`src/rtl/fifo_drain_if.sv`:
```
// Output stream of fifo_drain: valid/ready words with start/end-of-burst markers.
// m_parity exists only when FIFO_DRAIN_PARITY_EN is defined.
interface fifo_drain_if;
    logic [31:0] m_data;
    logic        m_valid;
    logic        m_ready;
    logic        m_sop;
    logic        m_eop;
`ifdef FIFO_DRAIN_PARITY_EN
    logic        m_parity;

    modport master (output m_data, m_valid, m_sop, m_eop, m_parity, input m_ready);
    modport slave  (input m_data, m_valid, m_sop, m_eop, m_parity, output m_ready);
`else
    modport master (output m_data, m_valid, m_sop, m_eop, input m_ready);
    modport slave  (input m_data, m_valid, m_sop, m_eop, output m_ready);
`endif
endinterface

```
`src/rtl/fifo_drain.sv`:
```
// Burst drainer for a 16x32 synchronous FIFO with one-cycle read latency.
// Optional FIFO_DRAIN_PARITY_EN adds a stored even-parity bit per word.
module fifo_drain #(
    parameter int BURST_LEN = 8,
    parameter int TIMEOUT   = 64
) (
    input  logic         clk,
    input  logic         rst,
    input  logic [4:0]   fifo_cnt,
    input  logic         fifo_empty,
    input  logic [31:0]  fifo_dout,
    output logic         fifo_ren,
    output logic         busy,
    fifo_drain_if.master strm
);
    localparam logic [4:0] BLEN = 5'(BURST_LEN);
    localparam logic [7:0] TMO  = 8'(TIMEOUT);
`ifdef FIFO_DRAIN_PARITY_EN
    localparam int EW = 33;
`else
    localparam int EW = 32;
`endif

    typedef enum logic [1:0] {IDLE, READ, DRAIN} state_t;

    state_t         state, state_nxt;
    logic [7:0]     idle_tmr;
    logic [4:0]     burst_len;
    logic [4:0]     issued;
    logic [4:0]     sent;
    logic           inflight;
    logic [EW-1:0]  buf_mem [4];
    logic [1:0]     wptr, rptr;
    logic [2:0]     buf_cnt;
    logic [EW-1:0]  head;
    logic [EW-1:0]  cap_word;
    logic           m_valid;
    logic           pop;
    logic           last_pop;
    logic           start;

    assign start = (state == IDLE) &&
                   ((fifo_cnt >= BLEN) ||
                    ((TMO != 8'd0) && (idle_tmr >= TMO) && (fifo_cnt != 5'd0)));

    assign m_valid  = (buf_cnt != 3'd0);
    assign pop      = m_valid && strm.m_ready;
    assign last_pop = pop && strm.m_eop;

    // State register
    always_ff @(posedge clk or negedge rst) begin
        if (!rst) state <= IDLE;
        else      state <= state_nxt;
    end

    // Next-state logic
    always_comb begin
        state_nxt = state;
        case (state)
            IDLE:    if (start) state_nxt = READ;
            READ:    if (fifo_ren && (issued + 5'd1 == burst_len)) state_nxt = DRAIN;
            DRAIN:   if (last_pop) state_nxt = IDLE;
            default: state_nxt = IDLE;
        endcase
    end

    // Outputs: a read only goes out while buffer plus in-flight leaves room for it
    always_comb begin
        busy     = (state != IDLE);
        fifo_ren = 1'b0;
        if ((state == READ) && (issued < burst_len) && !fifo_empty &&
            ((buf_cnt + {2'b00, inflight}) <= 3'd2))
            fifo_ren = 1'b1;
    end

    always_ff @(posedge clk or negedge rst) begin
        if (!rst) begin
            idle_tmr  <= 8'd0;
            burst_len <= 5'd0;
            issued    <= 5'd0;
            sent      <= 5'd0;
        end else begin
            if (state != IDLE || start || fifo_cnt == 5'd0)
                idle_tmr <= 8'd0;
            else if (idle_tmr != 8'hFF)
                idle_tmr <= idle_tmr + 8'd1;

            if (start) begin
                burst_len <= (fifo_cnt < BLEN) ? fifo_cnt : BLEN;
                issued    <= 5'd0;
                sent      <= 5'd0;
            end else begin
                if (fifo_ren) issued <= issued + 5'd1;
                if (pop)      sent   <= sent + 5'd1;
            end
        end
    end

    // Read-latency tracking and output buffer bookkeeping
    always_ff @(posedge clk or negedge rst) begin
        if (!rst) begin
            inflight <= 1'b0;
            wptr     <= 2'd0;
            rptr     <= 2'd0;
            buf_cnt  <= 3'd0;
        end else begin
            inflight <= fifo_ren;
            if (inflight) wptr <= wptr + 2'd1;
            if (pop)      rptr <= rptr + 2'd1;
            buf_cnt <= buf_cnt + {2'b00, inflight} - {2'b00, pop};
        end
    end

`ifdef FIFO_DRAIN_PARITY_EN
    assign cap_word = {^fifo_dout, fifo_dout};
`else
    assign cap_word = fifo_dout;
`endif

    // Storage needs no reset: the pointers and count define what is live
    always_ff @(posedge clk) begin
        if (inflight) buf_mem[wptr] <= cap_word;
    end

    assign head = buf_mem[rptr];

    assign strm.m_valid = m_valid;
    assign strm.m_data  = m_valid ? head[31:0] : 32'd0;
    assign strm.m_sop   = m_valid && (sent == 5'd0);
    assign strm.m_eop   = m_valid && (sent == burst_len - 5'd1);
`ifdef FIFO_DRAIN_PARITY_EN
    assign strm.m_parity = m_valid && head[32];
`endif

endmodule
```
`src/flat_wrapper.sv`:
```
// flat-port wrapper written by rule: the top's interface ports become plain ports
module fifo_drain_flat 
#(
    parameter int BURST_LEN = 8,
    parameter int TIMEOUT   = 64
)
  (clk, rst, fifo_cnt, fifo_empty, fifo_dout, fifo_ren, busy, strm_m_data, strm_m_valid, strm_m_sop, strm_m_eop, strm_m_ready);
  fifo_drain_if strm_i ();
  input  logic clk;
  input  logic rst;
  input  logic [4:0] fifo_cnt;
  input  logic fifo_empty;
  input  logic [31:0] fifo_dout;
  output logic fifo_ren;
  output logic busy;
  output wire logic [$bits(strm_i.m_data)-1:0] strm_m_data;
  output wire logic [$bits(strm_i.m_valid)-1:0] strm_m_valid;
  output wire logic [$bits(strm_i.m_sop)-1:0] strm_m_sop;
  output wire logic [$bits(strm_i.m_eop)-1:0] strm_m_eop;
  input wire logic [$bits(strm_i.m_ready)-1:0] strm_m_ready;
  assign strm_m_data = strm_i.m_data;
  assign strm_m_valid = strm_i.m_valid;
  assign strm_m_sop = strm_i.m_sop;
  assign strm_m_eop = strm_i.m_eop;
  assign strm_i.m_ready = strm_m_ready;
  fifo_drain #(.BURST_LEN(BURST_LEN), .TIMEOUT(TIMEOUT)) u_core (.clk(clk), .rst(rst), .fifo_cnt(fifo_cnt), .fifo_empty(fifo_empty), .fifo_dout(fifo_dout), .fifo_ren(fifo_ren), .busy(busy), .strm(strm_i));
endmodule
```
`config.mk`:
```
export PLATFORM = sky130hd
export DESIGN_NAME = fifo_drain_flat
export DESIGN_NICKNAME = d
export VERILOG_FILES = /design/src/rtl/fifo_drain_if.sv /design/src/rtl/fifo_drain.sv /design/src/flat_wrapper.sv
export SDC_FILE = /design/constraint.sdc
export NUM_CORES = 1
export LEC_CHECK = 0
export BUFFER_PORTS_ARGS = -buffer_cell sky130_fd_sc_hd__clkbuf_2
export CAP_MARGIN = 20
export CORE_UTILIZATION = 52
export DETAILED_ROUTE_END_ITERATION = 16
export PLACE_DENSITY_LB_ADDON = 0.15
export SYNTH_ARGS = -nofsm -noshare
export SYNTH_HDL_FRONTEND = slang
export SYNTH_SLANG_ARGS = --single-unit
```
`constraint.sdc`:
```
create_clock -name clk -period 2.3 [get_ports clk]
set_clock_uncertainty 0.15 [all_clocks]
set_input_delay 0 -clock clk [delete_from_list [all_inputs] [get_ports clk]]
set_output_delay 0 -clock clk [all_outputs]
set_load 0.1 [all_outputs]
```
Word-level counts from Yosys, hierarchy flattened --
Memories as Yosys holds them, arrays and structs flattened. Index checks and enable logic that the tools add are counted.
Operators by class: equal/unequal tests 8, $add $sub $neg 8, order comparisons 5, mux-type cells 15, reduce and logical (&&, ||, !) cells 24
Operator list (number):
- $mux W32 | 1
- $mux W5 | 5
- $mux W8 | 2
- $add A5 B1 Y5 const B | 2
- $eq A5 B5 Y1 | 2
- $logic_and A1 B1 Y1 | 10
- $logic_not A5 Y1 | 2
- $add A8 B1 Y8 const B | 1
- $ge A8 B7 Y1 const B | 1
- $ne A8 B8 Y1 const B | 1
- $reduce_bool A2 Y1 | 4
- $mux W2 | 3
- $ne A2 B1 Y1 const B | 3
- $pmux W2 S3 | 1
- $ge A5 B4 Y1 const B | 1
- $lt A5 B4 Y1 const B | 1
- $lt A5 B5 Y1 | 1
- $reduce_bool A5 Y1 | 1
- $sub A5 B1 Y5 const B | 1
- $add A2 B1 Y2 const B | 2
- $add A3 B1 Y3 | 1
- $le A3 B2 Y1 const B | 1
- $logic_or A1 B1 Y1 | 3
- $mux W1 | 3
- other kinds (7) | 7
Word-level totals: RAM bits 128, memories kept 1, bits in registers 33
Memory list:
- u_core.buf_mem | words 4, width 32, read ports 1, clocked after memory_dff 0, write ports 1, RTL line fifo_drain.sv:32 | logic [EW-1:0] buf_mem [4];

Depth between registers and ports, before layout --
Gate-level depths: netlist of the first run.
depth in word-level cells 8, gate-level depth with buffers 8

Worst setup path after synthesis of the first run --
Ideal clock, no wire load.
path type register to output, from reg u_core.sent[0], to out strm_m_sop, required time 2150 ps, cell stages (with the launch flop) 5, setup slack -1328 ps, arrival time 3478 ps, cells stage by stage dfrtp_1 -> inv_1 -> ha_1 -> nand2b_1 -> nor4_1
On the way: longest elaborated chain between the ends 2
Ends and longest elaborated chain:
- start, declared | RTL line fifo_drain.sv:30 | logic [4:0] sent;
- start signal, assigned | RTL line fifo_drain.sv:94 | if (pop) sent <= sent + 5'd1;
- $logic_not A5 Y1 | RTL line fifo_drain.sv:129 | assign strm.m_sop = m_valid && (sent == 5'd0);
- $logic_and A1 B1 Y1 | RTL line fifo_drain.sv:129
- end, declared | RTL line flat_wrapper.sv:18 | output wire logic [$bits(strm_i.m_sop)-1:0] strm_m_sop;
No other way between the ends.

Worst setup path in the final report of the first run --
from reg u_core.buf_cnt[0], to out fifo_ren
On the way: longest elaborated chain between the ends 4
Ends and longest elaborated chain:
- start, declared | RTL line fifo_drain.sv:34 | logic [2:0] buf_cnt;
- start signal, assigned | RTL line fifo_drain.sv:110 | buf_cnt <= buf_cnt + {2'b00, inflight} - {2'b00, pop};
- $add A3 B1 Y3 | RTL line fifo_drain.sv:72 | ((buf_cnt + {2'b00, inflight}) <= 3'd2))
- $le A3 B2 Y1 | RTL line fifo_drain.sv:72
- $logic_and A1 B1 Y1 | RTL line fifo_drain.sv:71 | if ((state == READ) && (issued < burst_len) && !fifo_empty &&
- $mux W1 | RTL line fifo_drain.sv:71
- end, declared | RTL line flat_wrapper.sv:14 | output logic fifo_ren;
No other way between the ends.

==> summary.txt, run 1 <==
Hold path
  – Hold Crit Class: primary input to flop

Global routing
  – Tot GR Track Use: 21.0%
  – Largest net degree at the start of global routing: 34
  – First-pass GRT wire length: 20,300 um
  – GRT overflow: 0
  – Initial antenna violation count: 0
  – Vias in the first global route: 3,911

STA
  – Peak Freq: 431 MHz
  – Final Hold Fails: 0
  – Unrepaired setup endpoints after global routing: yes
  – Final worst path period need: 2320 ps
  – Fin. max-slew vios: 0
  – # setup viols final: 1
  – Setup slack after layout: -22.6 ps
  – Rel. slew slack: 43.9%
  – Worst-Margin Slew: 842 ps
  – Final Cycle Share: 101%

Clock network
  – Clk root buf: clkbuf_16
  – Htree depth: 4
  – Clk slew on worst S/H paths: 60 ps
  – Worst-skew pair later-pin latency: 420 ps
  – Clk sink count: 161
  – CTS tree: yes
  – CTS Buffer Depth: 2
  – CTS buffer count: 17

Outcome
  – Status: finished, violations left
  – Failing checks: setup timing

Layout
  – Inserted Diodes: 0
  – Leading cell types in the layout, fill and taps excluded: edfxtp_1 (128), dlygate4sd3_1 (43), clkbuf_2 (42), buf_12 (42), and2_1 (34)
  – Area Overhead vs Synth: 34.9%
  – Layout cells sized above 1: 32.5%
  – Post-route cell area: 0.00909 mm2
  – Most common cell after layout, fill and taps aside: edfxtp_1
  – Nets: 596

Floorplan
  – DIE AREA: 0.0134 mm2
  – Core area: 0.0126 mm2
  – FP Rows: 41
  – Effective utilization at floorplan: 53.4%
  – Top Ports: 78
  – Die X: 116 um
  – Die height: 116 um

Placement
  – HPWL after DPL: 7600 um
  – GPL Wtd Cong: 0.803
  – IO Port Bufs: 77
  – Placed Area: 0.00799 mm2

Synthesis
  – Synth Instances: 395
  – Synth Flop Type: edfxtp_1
  – Ys Warns: 0
  – Ys async rst share: 20.5%
  – Post-synth net total: 454
  – Top post-synthesis cells by area: edfxtp_1 (57%), dfrtp_1 (12%), mux4_2 (11%), and2_1 (3.5%), ha_1 (3.3%)
  – Cell Area, Synth: 0.00674 mm2
  – FF+latch count, synth: 161
  – Post-synth cell types: 44
  – EDFF count, synth: 128
  – Top-area cell type share of the netlist area: 57.0%
  – Sequential element share of the synthesized area: 69.3%
  – Synthesized area per cell: 17.1 um2
  – Post-synth top area cell: edfxtp_1

Drt
  – Routed len/inst: 18.0 um
  – Via-per-instance ratio: 5.34
  – Routed vias: 3,855
  – ANT nets after route: 0
  – Detailed-router iteration count before antenna repair: 4
  – DRT iter0 DRCs: 197
  – Residual DRC: 0
  – Routed wire length: 13,000 um

Worst setup path
  – CP Data Arrival Time: 2170 ps
  – CP max stage delay: 380 ps
  – Top delay family on crit path: simple AND/OR/NAND/NOR gates
  – WS Path Type: flop to output port
  – Crit path buf inv count: 2
  – Slowest CP cell: dfrtp_1
  – Required time of the critical path: 2150 ps
  – Worst-path cell chain: ha_2 -> ha_4 -> a22o_1 -> nor4_1 -> and4_1 -> buf_6 -> buf_12
  – Crit path capture type: output port
  – Critical Path Source Type: flop
  – Max FO, Critical Path: 2

Run
  – Max-Cap Viols: 0
-- cell type report --
class,count,area (um2)
inverter,18,67.6
fill,820,3530
clock buffer,19,443
tap,172,215
multi-input combinational,200,1980
clock inverter,13,135
sequential,161,4670
timing repair buffer,139,1580
-- kinds of logic (layout without fill, tap and decap cells) --
group                      after synthesis  after routing  synth area share (%)
DFF                                    161            161                  69.3
and+or+nand+nor                        100            100                  9.00
muxes                                   35             35                  11.1
buffers and inverters                   34            189                  2.13
AOI/OAI and AO/OA                       26             26                  2.45
xor gates and xnor gates                20             20                  2.60
adders and majority gates               18             18                  3.34
other                                    1              1                0.0556
-- path summary, 6_finish.rpt --
check / to / cells after the start / slack (ps) / from
max in group asynchronous: u_core.rptr[0] / 2 / 1320 / rst
min reg2reg: u_core.idle_tmr[0] / 1 / 330 / u_core.idle_tmr[0]
min in group asynchronous: u_core.idle_tmr[7] / 2 / 70 / rst
max reg2reg: u_core.issued[4] / 9 / 50 / u_core.buf_cnt[0]
max: fifo_ren / 7 / -20 / u_core.buf_cnt[0]
min: u_core.state[0] / 5 / 40 / fifo_empty
-- synth_stat cells (5+ instances only) --
library cell	number
xnor2_1	9
nand3_1	11
a21oi_1	5
dfrtp_1	33
nor2_1	14
edfxtp_1	128
and2_1	38
ha_1	18
clkbuf_1	7
nand2_1	11
mux4_2	32
buf_2	7
inv_1	18
xor2_1	11
o21ai_0	8
-- registers in the layout, indices dropped and copies added, names as in the netlist --
register,cells
u_core.rptr,2
u_core.burst_len,5
u_core.issued,5
u_core.wptr,2
u_core.buf_mem,128
u_core.sent,5
u_core.buf_cnt,3
u_core.state,2
u_core.idle_tmr,8
u_core.inflight,1
-- worst register-to-register path, delay by kind of cell (launching register included) --
| family | cells | cell delay [ps] |
|---|---|---|
| multiplexers | 1 | 140 |
| AND/OR/NAND/NOR | 3 | 540 |
| buffers and inverters | 2 | 280 |
| flip-flops | 1 | 380 |
| AO/OA/AOI/OAI | 1 | 220 |
| adder cells (fa/ha/maj) | 2 | 410 |
-- what timing repair did --
| item | in CTS | in global routing |
|---|---|---|
| resized for setup | 9 | 2 |
| buffers inserted | 2 | 4 |
| pin swaps | 2 | 1 |
| cloned | 0 | 0 |
| setup endpoints to repair | 26 | 25 |
| hold buffers | 43 | 0 |
| hold endpoints to repair | 178 | 0 |
-- per-layer routing --
layer,global-route usage [%],vias to the layer above,routed length [um]
met2,35.0,90,6800
met3,4.65,22,436
li1,-,1784,-
met4,8.80,0,208
met5,0,-,0
met1,26.9,1959,5560
-- through the flow --
stage | setup slack [ps] | util, % | TNS [ps] | std cells | hold WS (ps)
after global routing | -121 | 72.0 | -207 | 722 | 59.6
final | -22.6 | 72.0 | -22.6 | 722 | 38.0
after floorplan | -150 | - | -150 | 395 | -446
after detailed placement | 50.3 | 63.3 | 0 | 641 | -8.15
after CTS | -46.7 | 71.8 | -46.7 | 718 | -3.22
after global placement | 116 | 63.3 | 0 | 641 | -15.2
Power of run 1 is not shown: default switching activity piles up to over one toggle a cycle in this logic, so the estimate is an artifact.
==> run 2: changes to the inputs <==
--- a/config.mk
+++ b/config.mk
@@ -5,10 +5,11 @@
 export SDC_FILE = /design/constraint.sdc
 export NUM_CORES = 1
 export LEC_CHECK = 0
-export BUFFER_PORTS_ARGS = -buffer_cell sky130_fd_sc_hd__clkbuf_2
 export CAP_MARGIN = 20
-export CORE_UTILIZATION = 52
+export CORE_MARGIN = 4
+export CORE_UTILIZATION = 55
 export DETAILED_ROUTE_END_ITERATION = 16
+export DONT_BUFFER_PORTS = 1
 export PLACE_DENSITY_LB_ADDON = 0.15
 export SYNTH_ARGS = -nofsm -noshare
 export SYNTH_HDL_FRONTEND = slang
==> run 2 against run 1 <==
The run still ends with setup timing left; flip-flop and latch count unchanged; global-route usage decreased by 1.0 points; setup slack got worse by 55 ps; die area rose by 5.0%; hold slack worse by 30 ps; critical path type unchanged; critical endpoint unchanged; highest routed layer unchanged.
==> summary.txt, run 2 (same netlist as run 1, synthesis figures left out) <==
Outcome
  – Status: finished, violations left
  – Failing checks: setup timing

Floorplan
  – Die X: 119 um
  – Effective utilization at floorplan: 56.1%
  – Core area: 0.0120 mm2
  – Top Ports: 78
  – DIE AREA: 0.0141 mm2
  – FP Rows: 40
  – Die height: 119 um

STA
  – Final Hold Fails: 0
  – Hold_ws: 7.54 ps
  – # setup viols final: 1
  – Rel. slew slack: 59.6%
  – Worst-Margin Slew: 601 ps
  – Unrepaired setup endpoints after global routing: yes
  – Final Cycle Share: 103%
  – Peak Freq: 421 MHz
  – Setup slack after layout: -77.5 ps
  – Final worst path period need: 2380 ps
  – Fin. max-slew vios: 0

Layout
  – Area used by multi-input combinational logic: 0.00202 mm2
  – Largest registers: u_core.buf_mem (128), u_core.idle_tmr (8)
  – Area Overhead vs Synth: 32.3%
  – Layout cells sized above 1: 27.8%
  – Largest reg by FF count: u_core.buf_mem
  – Nets: 560
  – FF/Latch Area: 0.00467 mm2
  – Most common cell after layout, fill and taps aside: edfxtp_1
  – Non-filler instance count after layout: 661
  – Inserted Diodes: 0
  – Max FFs per register: 128
  – Leading cell types in the layout, fill and taps excluded: edfxtp_1 (128), dlygate4sd3_1 (44), buf_12 (41)
  – Fillcell total: 728
  – Final core occ: 74.3%

Placement
  – GPL Wtd Cong: 0.829
  – Inst Count DP: 578
  – IO Port Bufs: 0
  – HPWL after DPL: 7990 um

Clock network
  – CTS buffer count: 17
  – Clk root buf: clkbuf_16
  – CTS tree: yes
  – Hold-fix buffers at CTS: 46
  – Clk sink count: 161
  – Clk slew on worst S/H paths: 60 ps
  – Worst-skew pair later-pin latency: 420 ps
  – Htree depth: 4
  – CTS Buffer Depth: 2

Global routing
  – Initial antenna violation count: 0
  – Largest net degree at the start of global routing: 34
  – Vias in the first global route: 3,963
  – First-pass GRT wire length: 21,300 um
  – Tot GR Track Use: 20.0%
  – GRT overflow: 0

Run
  – Max-Cap Viols: 0

Drt
  – Detailed-router iteration count before antenna repair: 5
  – ANT nets after route: 0
  – Residual DRC: 0
  – Routed len/inst: 20.1 um
  – Routed vias: 3,732
  – Routed wire length: 13,300 um
  – Via-per-instance ratio: 5.65
  – DRT iter0 DRCs: 174

Worst setup path
  – WS Path Type: flop to output port
  – Required time of the critical path: 2150 ps
  – Critical Path Source Type: flop
  – Crit path capture type: output port
  – CP Data Arrival Time: 2230 ps
  – Max FO, Critical Path: 2

Hold path
  – Hold Crit Class: primary input to flop
==> run 2: worst max-delay path, stage by stage, from the launching register on <==
cell     delay [ps]
dfrtp_1         380
ha_2            200
ha_4            210
a22o_1          230
nor4_1          220
and4_1          270
buf_6           130
buf_12          160
==> run 2: per-stage QoR <==
stage / setup TNS (ps) / setup WS (ps) / instance area (um2)
after floorplan: -150 / -150 / 6760
after global placement: 0 / 148 / 7740
after detailed placement: 0 / 63.1 / 7740
after CTS: -58.5 / -58.5 / 8860
after global routing: -3010 / -192 / 8920
final: -77.5 / -77.5 / 8920
==> run 2: path summary, 6_finish.rpt <==
| path | slack [ps] | cells after the start | to | from |
|---|---|---|---|---|
| min in group asynchronous | 560 | 4 | u_core.issued[3] | rst |
| setup reg to reg | 10 | 9 | u_core.issued[4] | u_core.buf_cnt[0] |
| hold / removal | 8 | 4 | u_core.inflight | fifo_empty |
| setup / recovery | -80 | 7 | fifo_ren | u_core.buf_cnt[0] |
| max in group asynchronous | 1240 | 4 | u_core.rptr[0] | rst |
| hold reg to reg | 350 | 1 | u_core.idle_tmr[0] | u_core.idle_tmr[0] |
==> run 2: layout make-up <==
class | count | share of cell area [%]
multi-input combinational | 200 | 22.6
timing repair buffer | 103 | 15.8
clock inverter | 13 | 1.54
inverter | 18 | 0.786
sequential | 161 | 52.4
clock buffer | 19 | 4.85
tap | 147 | 2.06
==> run 2: timing repair <==
action / in CTS / in global routing
buffers inserted: 2 / 3
gates resized for setup: 12 / 9
endpoints found under the setup margin: 12 / 40
pin swaps: 2 / 5
endpoints found under the hold margin: 183 / 1
==> run 2: layer usage <==
layer / global-route usage, % / wire length [um]
met5: 0 / 0
met3: 5.26 / 481
met4: 7.60 / 197
met2: 34.1 / 7180
met1: 24.6 / 5420
Power of run 2 is left out for the same reason.
==> run 3: changes to the inputs <==
--- a/config.mk
+++ b/config.mk
@@ -5,9 +5,9 @@
 export SDC_FILE = /design/constraint.sdc
 export NUM_CORES = 1
 export LEC_CHECK = 0
-export CAP_MARGIN = 20
+export CAP_MARGIN = 0
 export CORE_MARGIN = 4
-export CORE_UTILIZATION = 55
+export CORE_UTILIZATION = 45
 export DETAILED_ROUTE_END_ITERATION = 16
 export DONT_BUFFER_PORTS = 1
 export PLACE_DENSITY_LB_ADDON = 0.15
==> constraint.sdc (replaced) <==
create_clock -name clk -period 2.3 [get_ports clk]
set_clock_uncertainty 0.15 [all_clocks]
set_input_delay 0 -clock clk [delete_from_list [all_inputs] [get_ports clk]]
set_output_delay 0 -clock clk [all_outputs]
set_load 0.005 [all_outputs]
==> run 3 against run 2 <==
The flow now finishes without violations; core utilization is 18 points lower; cell count is 0.30% higher; flip-flop and latch count is the same; clock-buffer cell count up 3; setup slack better by 140 ps; global-route usage shrank 4.0 points; non-clock buffer count down 37; die area up 21%; hold slack better by 120 ps.
==> summary.txt, run 3 (same netlist as run 1, synthesis figures left out) <==
Hold path
  – Hold Path Origin: fifo_cnt[4]
  – Hold EP: u_core.sent[0]
  – Hold depth: 5
  – Hold Crit Class: primary input to flop

Layout
  – Leading cell types in the layout, fill and taps excluded: edfxtp_1 (128), dlygate4sd3_1 (45), and2_1 (34)
  – Area Overhead vs Synth: 22.6%
  – Inserted Diodes: 0
  – Layout cells sized above 1: 21.7%
  – Max FFs per register: 128
  – Nets: 525
  – Largest reg by FF count: u_core.buf_mem
  – Largest registers: u_core.buf_mem (128), u_core.idle_tmr (8)
  – Most common cell after layout, fill and taps aside: edfxtp_1

STA
  – Fin. max-slew vios: 0
  – Final worst path period need: 2240 ps
  – Setup TNS: 0 ps
  – Unrepaired setup endpoints after global routing: yes
  – # setup viols final: 0
  – Final Hold Fails: 0
  – Peak Freq: 447 MHz
  – Final Cycle Share: 97.4%

Worst setup path
  – CP max stage delay: 380 ps
  – CP most frequent cell: buf_6
  – Critical Path Source Type: flop
  – WS Path Type: flop to output port
  – Reg-to-Reg End: u_core.issued[4]
  – Required time of the critical path: 2150 ps
  – CP Data Arrival Time: 2090 ps
  – Crit path capture type: output port
  – Worst-path cell chain: ha_2 -> ha_4 -> a22o_1 -> nor4_1 -> and4_1 -> buf_6 -> buf_6
  – Slowest CP cell: dfrtp_1
  – FF-to-FF setup slack: 60 ps
  – R2r worst-path depth: 9
  – Max FO, Critical Path: 3
  – Reg2reg start: u_core.buf_cnt[0]

Drt
  – Detailed-router iteration count before antenna repair: 4
  – DRT iter0 DRCs: 197
  – Routed len/inst: 19.4 um
  – Routed vias: 3,525
  – ANT nets after route: 0
  – Routed wire length: 12,800 um
  – Residual DRC: 0
  – Via-per-instance ratio: 5.32

Run
  – Max-Cap Viols: 0

Global routing
  – Largest net degree at the start of global routing: 34
  – GRT overflow: 0
  – Vias in the first global route: 3,738
  – Initial antenna violation count: 0
  – Tot GR Track Use: 16.0%
  – First-pass GRT wire length: 20,100 um

Clock network
  – Worst-skew pair later-pin latency: 410 ps
  – Htree depth: 4
  – Clk root buf: clkbuf_16
  – CTS buffer count: 17
  – CTS Buffer Depth: 2
  – Clk slew on worst S/H paths: 60 ps
  – Clk sink count: 161
  – CTS tree: yes

Floorplan
  – Die X: 130 um
  – FP Rows: 44
  – DIE AREA: 0.0170 mm2
  – Die height: 130 um
  – Effective utilization at floorplan: 46.2%
  – Top Ports: 78
  – Core area: 0.0146 mm2

Placement
  – IO Port Bufs: 0
  – HPWL after DPL: 7770 um
  – GPL Wtd Cong: 0.789

Power and ir drop
  – Worst vdd ir: 686 uV
  – Pwr Density: 1190 mW/mm2
  – PnR Total Power: 9850 uW
  – Leakage: 0.00297 uW

Outcome
  – Status: finished, final reports clean
[run 3: cell types whose count changed in the layout (fill, tap and decap cells not counted), sizes merged]
cell and delta:
buf -38, clkbuf +3, inv -3, bufinv +2, dlygate4sd3 +1
[run 3: layer usage]
layer  global-route usage (%)  routed length (um)
met1                     19.8                5370
met2                     26.8                6660
met3                     4.80                 667
met4                     5.99                 141
met5                        0                   0
[run 3: report_power, final]
group / leakage (uW) / switching, uW / internal [uW]
Clock: 0.000304 / 1070 / 1870
Sequential: 0.00158 / 299 / 3630
Combinational: 0.00108 / 1500 / 1490
Total: 0.00297 / 2870 / 6990
[run 3: how the worst max path moves through the flow]
stage	startpoint	endpoint	slack (ps)	depth (start not counted)
2_1_floorplan	u_core.inflight	u_core.state[1]	130	8
3_3_place_gp	u_core.buf_cnt[0]	u_core.issued[4]	130	8
3_5_place_dp	u_core.buf_cnt[0]	u_core.issued[4]	70	8
4_1_cts	u_core.burst_len[4]	fifo_ren	20	7
5_1_grt	u_core.buf_cnt[0]	fifo_ren	-40	7
6_report	u_core.buf_cnt[0]	fifo_ren	60	7
[run 3: cell type report]
type                       instances  area [um2]
clock inverter                    10         160
clock buffer                      22         464
multi-input combinational        200        1970
inverter                          18        71.3
fill                            1141        6320
timing repair buffer              66         678
timing repair inverter             2        15.0
sequential                       161        4670
tap                              184         230
[run 3: critical path, delay by kind of cell (launching register included)]
| family | cells | cell delay (ps) |
|---|---|---|
| and+or+nand+nor | 2 | 460 |
| adders and majority gates | 2 | 410 |
| AOI/OAI and AO/OA | 1 | 220 |
| buffers and inverters | 2 | 200 |
| DFF | 1 | 380 |
[run 3: stage by stage]
| stage | util (%) | setup slack [ps] | area, um2 | cells | hold slack, ps |
|---|---|---|---|---|---|
| finish | 56.6 | 60.5 | 8260 | 663 | 125 |
| global route | 56.6 | -42.8 | 8260 | 663 | 130 |
| floorplan | - | 131 | 6740 | 395 | -446 |
| detailed placement | 48.4 | 73.0 | 7060 | 579 | -445 |
| CTS | 56.4 | 15.7 | 8230 | 662 | 81.8 |
| global placement | 48.4 | 133 | 7060 | 579 | -445 |
[run 3: repair_timing]
item                                    4_1_cts  5_1_grt
endpoints found under the hold margin       183        0
gates cloned                                  1        1
endpoints found under the setup margin       33       24
buffers inserted                              3        1
hold buffers                                 47        0
pin swaps                                     1        1
resized for setup                             5        8
(Power assumes the default switching activity.)
